--- config.mk ---
export PLATFORM = sky130hd
export DESIGN_NAME = universal_shift_register
export DESIGN_NICKNAME = d
export VERILOG_FILES = /design/src/rtl/usr_pkg.sv /design/src/rtl/usr_shift_counter.sv /design/src/rtl/universal_shift_register.sv
export SDC_FILE = /design/constraint.sdc
export NUM_CORES = 1
export LEC_CHECK = 0
export ABC_AREA = 1
export BUFFER_PORTS_ARGS = -buffer_cell sky130_fd_sc_hd__buf_2
export CAP_MARGIN = 30
export CORE_MARGIN = 2
export CORE_UTILIZATION = 49
export DETAILED_ROUTE_END_ITERATION = 8
export GPL_TIMING_DRIVEN = 0
export PLACE_DENSITY = 0.89
export SLEW_MARGIN = 5
export SYNTH_ARGS = -nofsm -noshare
export SYNTH_HDL_FRONTEND = slang
export SYNTH_SLANG_ARGS = --single-unit
--- constraint.sdc ---
create_clock -name Clk_In -period 2.3 [get_ports Clk_In]
set_input_delay 0 -clock Clk_In [delete_from_list [all_inputs] [get_ports Clk_In]]
set_output_delay 0 -clock Clk_In [all_outputs]
set_load 0.02 [all_outputs]
--- src/rtl/usr_pkg.sv ---
// Shared types and constants for the universal shift register.
package usr_pkg;

  localparam int MODE_W = 2;

  // Operation selected by Mode_In.
  typedef enum logic [MODE_W-1:0] {
    MODE_HOLD = 2'b00,
    MODE_SHR  = 2'b01,
    MODE_SHL  = 2'b10,
    MODE_LOAD = 2'b11
  } mode_e;

endpackage : usr_pkg

--- src/rtl/usr_shift_counter.sv ---
// Counts accepted shifts and emits a one-cycle pulse on each full word.
// A load restarts the count; reset clears count and pulse.
module usr_shift_counter #(
  parameter int WIDTH = 8,
  parameter int CNT_W = $clog2(WIDTH)
) (
  input  logic             clk_i,
  input  logic             rst_i,
  input  logic             shift_i,
  input  logic             load_i,
  output logic [CNT_W-1:0] count_o,
  output logic             word_done_o
);

  localparam logic [CNT_W-1:0] LAST_CNT = CNT_W'(WIDTH - 1);
  localparam logic [CNT_W-1:0] ZERO_CNT = {CNT_W{1'b0}};

  logic [CNT_W-1:0] count_d, count_q;
  logic             word_done_d, word_done_q;

  // Next count and word-done pulse; the pulse is only ever one cycle wide.
  always_comb begin
    count_d     = count_q;
    word_done_d = 1'b0;
    if (load_i) begin
      count_d = ZERO_CNT;
    end else if (shift_i) begin
      if (count_q == LAST_CNT) begin
        count_d     = ZERO_CNT;
        word_done_d = 1'b1;
      end else begin
        count_d = count_q + {{(CNT_W-1){1'b0}}, 1'b1};
      end
    end else begin
      count_d = count_q;
    end
  end

  // Counter and pulse registers with synchronous reset.
  always_ff @(posedge clk_i) begin
    if (rst_i) begin
      count_q     <= ZERO_CNT;
      word_done_q <= 1'b0;
    end else begin
      count_q     <= count_d;
      word_done_q <= word_done_d;
    end
  end

  assign count_o     = count_q;
  assign word_done_o = word_done_q;

endmodule : usr_shift_counter

--- src/rtl/universal_shift_register.sv ---
// Universal shift register: hold, shift right, shift left, parallel load.
// Optional feature macro: USR_ROTATE_EN adds Rotate_In, which turns shifts
// into rotates (serial inputs ignored while it is high).
module universal_shift_register
  import usr_pkg::*;
#(
  parameter int WIDTH = 8
) (
  input  logic                     Clk_In,
  input  logic                     Reset_In,
  input  logic                     Enable_In,
  input  logic [MODE_W-1:0]        Mode_In,
  input  logic                     Serial_Data_Msb_In,
  input  logic                     Serial_Data_Lsb_In,
  input  logic [WIDTH-1:0]         Parallel_Data_In,
`ifdef USR_ROTATE_EN
  input  logic                     Rotate_In,
`endif
  output logic [WIDTH-1:0]         Shift_Register_Out,
  output logic                     Serial_Data_Msb_Out,
  output logic                     Serial_Data_Lsb_Out,
  output logic [$clog2(WIDTH)-1:0] Shift_Count_Out,
  output logic                     Word_Done_Out
);

  localparam int CNT_W = $clog2(WIDTH);

  mode_e            mode_s;
  logic [WIDTH-1:0] shift_reg_d, shift_reg_q;
  logic             msb_feed_s, lsb_feed_s;
  logic             shift_acc_s, load_acc_s;

  assign mode_s = mode_e'(Mode_In);

  // Select the bits fed into the vacated end: serial inputs or wrap-around.
  always_comb begin
    msb_feed_s = Serial_Data_Msb_In;
    lsb_feed_s = Serial_Data_Lsb_In;
`ifdef USR_ROTATE_EN
    if (Rotate_In) begin
      msb_feed_s = shift_reg_q[0];
      lsb_feed_s = shift_reg_q[WIDTH-1];
    end else begin
      msb_feed_s = Serial_Data_Msb_In;
      lsb_feed_s = Serial_Data_Lsb_In;
    end
`endif
  end

  // Next register value and accept strobes for the counter.
  always_comb begin
    shift_reg_d = shift_reg_q;
    shift_acc_s = 1'b0;
    load_acc_s  = 1'b0;
    if (Enable_In) begin
      case (mode_s)
        MODE_HOLD: shift_reg_d = shift_reg_q;
        MODE_SHR: begin
          shift_reg_d = {msb_feed_s, shift_reg_q[WIDTH-1:1]};
          shift_acc_s = 1'b1;
        end
        MODE_SHL: begin
          shift_reg_d = {shift_reg_q[WIDTH-2:0], lsb_feed_s};
          shift_acc_s = 1'b1;
        end
        MODE_LOAD: begin
          shift_reg_d = Parallel_Data_In;
          load_acc_s  = 1'b1;
        end
        default: shift_reg_d = shift_reg_q;
      endcase
    end else begin
      shift_reg_d = shift_reg_q;
    end
  end

  // Data register with synchronous reset overriding every operation.
  always_ff @(posedge Clk_In) begin
    if (Reset_In) begin
      shift_reg_q <= {WIDTH{1'b0}};
    end else begin
      shift_reg_q <= shift_reg_d;
    end
  end

  usr_shift_counter #(
    .WIDTH (WIDTH),
    .CNT_W (CNT_W)
  ) u_shift_counter (
    .clk_i       (Clk_In),
    .rst_i       (Reset_In),
    .shift_i     (shift_acc_s),
    .load_i      (load_acc_s),
    .count_o     (Shift_Count_Out),
    .word_done_o (Word_Done_Out)
  );

  assign Shift_Register_Out  = shift_reg_q;
  assign Serial_Data_Msb_Out = shift_reg_q[WIDTH-1];
  assign Serial_Data_Lsb_Out = shift_reg_q[0];

endmodule : universal_shift_register

==> metrics.md <==
| Metric | Value |
|---|---|
| Met1 Resource Use GR | `25.1%` |
| Placed Cells | `151` |
| Met3 Use GR | `3.04%` |
| CP Max Fanout | `4` |
| Synthesized area per cell | `6.52 um^2` |
| Total Nets Final | `161` |
| Sw Share | `31.6%` |
| Pleak | `0.000471 uW` |
| Final Max Tran Viols | `0` |
| First DRT Iteration DRCs | `5` |
| Syn Inst Count | `108` |
| Chip width | `41.9 um` |
| Diodes inserted | `0` |
| Internal power | `329 uW` |
| Routed vias/inst | `4.77` |
| Final wirelength | `1480 um` |
| Hold Crit Class | `in2reg` |
| Cell family with the largest share of critical-path delay | `adder cells` |
| Post-cts repair resize count | `0` |
| Setup-failing EPs final | `0` |
| Yosys warns | `0` |
| Worst vdd ir | `333 uV` |
| Bufs on Longest Clock Path | `2` |
| CTS H-tree lvls | `1` |
| Most frequent CP cell | `ha_1` |
| Critical Path AT | `1.20 ns` |
| Row count | `13` |
| Part of the power in registers | `48.3%` |
| Sequential fraction of the synthesis area | `34.1%` |
| CP Capture Type | `flip-flop` |
| Die area | `1760 um^2` |
| Unrepaired setup endpoints after global routing | `false` |
| Clk pwr share | `26.7%` |
| Initial Utilization | `53.5%` |
| Post-Syn Area | `704 um^2` |
| Net Count, Synth | `128` |
| Top Ports | `29` |
| CTS sink cnt | `12` |
| Crit path buf inv count | `0` |
| Yosys reg bits | `12` |
| Crit-path max cell delay | `0.34 ns` |
| Final period utilization | `45.7%` |
| Avg WL per Cell | `9.58 um` |
| Min Tclk post-route | `1.05 ns` |
| Yosys top cell by area | `dfxtp_1` |
| Number of remaining DRC errors | `0` |
| Most area-consuming cells after synthesis | `dfxtp_1, nor2_1, nand2_1, ha_1, o21ai_1` |
| GR Overflow Total | `0` |
| Slowest CP cell | `dfxtp_1` |
| PortBufs | `28` |
| Detail Route Antenna Nets | `0` |
| Core Util, Final | `67.2%` |
| Critical path type | `reg2reg` |
| Largest net degree at the start of global routing | `11` |
| Pwr/cell area | `542 nW/um^2` |
| Busiest layer in global routing | `met2` |
| First-pass DRT Iterations | `4` |
| DR vias | `735` |
| Cts bufs inserted | `3` |
| Synth unique cells | `18` |
| Core area | `1320 um^2` |
| Hold buffer count at CTS | `0` |
| Worst Path Required | `2.44 ns` |
| Final TNS setup | `0 ns` |
| Vias in the first global route | `671` |
| Critical path, cell by cell | `ha_1 -> ha_1 -> nand2_1 -> a21oi_1` |
| DP Worst Slack | `1.24 ns` |
| Hpwl dp | `1140 um` |
| Die H | `41.9 um` |
| Post-synth top area share | `34.1%` |
| Max-Cap Viols | `0` |
| First-pass GRT wire length | `2660 um` |
| Clk_lat worst skew | `0.28 ns` |
| GPL Wtd Cong | `0.770` |
| Clock root buffer | `clkbuf_4` |
| CTS tree | `done` |
| Finished Layout Cells | `154` |
| Worst slew pin tran | `0.308 ns` |
| CP startpoint kind | `flip-flop` |
| Status | `finished, final reports clean` |
| Switching pwr | `152 uW` |
| Initial antenna violation count | `0` |
| Max transition margin | `79.3%` |
| Setup Skew | `0.0111 ns` |
| Final WS setup | `1.25 ns` |
| Endpoints failing hold | `0` |
| Layout area overhead | `25.8%` |
| Fmax | `951 MHz` |
| Met2 global-route usage | `30.0%` |
| Layout cells sized above 1 | `30.9%` |
| GRT Total Usage | `19.1%` |
| Clock transition at the registers of the reported paths | `0.08 ns` |
| Postcts setup bufs | `0` |
| Comb power frac | `24.9%` |
## worst min-delay path: cells and delay by family
family	cells	cell delay [ns]
buf+inv	1	0.07
simple gates	4	0.21
## cell usage after synthesis
cell type / number
nor2_1: 25
nand2_1: 24
dfxtp_1: 12
inv_1: 9
o21ai_1: 9
nand3_1: 7
ha_1: 5
a21oi_1: 3
inv_2: 3
buf_2: 2
buf_4: 2
buf_6: 1
clkinv_1: 1
clkinv_2: 1
nand2_2: 1
nand3_2: 1
nor2_4: 1
o21ai_0: 1
## power by group through the flow
stage	Clock [uW]	Sequential [uW]	Combinational, uW
2_1_floorplan	0	251	65.8
3_3_place_gp	0	236	118
3_5_place_dp	0	237	120
4_1_cts	129	232	120
5_1_grt	138	234	134
6_report	128	232	120
## through the flow
stage | total power (uW) | cell area, um^2 | hold slack [ns]
floorplan | 317 | 704 | 0.220
global placement | 354 | 863 | 0.315
detailed placement | 357 | 863 | 0.324
CTS | 482 | 886 | 0.0411
global route | 507 | 886 | 0.0833
finish | 481 | 886 | 0.0365
## metal layers
layer  share of wire (%)  vias up  wire [um]
li1                    -      395          -
met5                   0        -          0
met4                 2.4        0         35
met1                  47      305        686
met3                 7.3        5        107
met2                  44       30        646
## logic make-up after synthesis
family | count (synthesis) | synth area share (%)
flops | 12 | 34.1
compound gates | 13 | 9.23
fa+ha+maj | 5 | 8.88
simple gates | 59 | 35.0
buf+inv | 19 | 12.8
## worst paths after layout
check                        startpoint                          to  slack [ns]  depth (start not counted)
max reg2reg  u_shift_counter.count_o[0]  u_shift_counter.count_o[2]        1.25                          4
min                 Parallel_Data_In[5]       Shift_Register_Out[5]        0.04                          5
max          u_shift_counter.count_o[0]  u_shift_counter.count_o[2]        1.25                          4
min reg2reg  u_shift_counter.count_o[2]  u_shift_counter.count_o[2]        0.49                          2
## registers in the layout, indices dropped and copies added (netlist names)
signal	cells
u_shift_counter.count_o	3
u_shift_counter.word_done_o	1
Shift_Register_Out	8
## final cells by class
| class | count | area (um^2) |
|---|---|---|
| Clock buffer | 3 | 22.5 |
| Fill cell | 134 | 432 |
| Tap cell | 15 | 18.8 |
| Sequential cell | 12 | 240 |
| Buffer | 5 | 36.3 |
| Inverter | 14 | 53.8 |
| Multi-Input combinational cell | 77 | 374 |
| Timing Repair Buffer | 28 | 140 |
## placed cells by master (no fill, tap or decap), types with 5 or more instances in the layout
master / n
dfxtp_1: 12
nor2_1: 25
buf_2: 30
nand2_1: 24
ha_1: 5
inv_1: 9
nand3_1: 7
o21ai_1: 9
(Power assumes the default switching activity.)
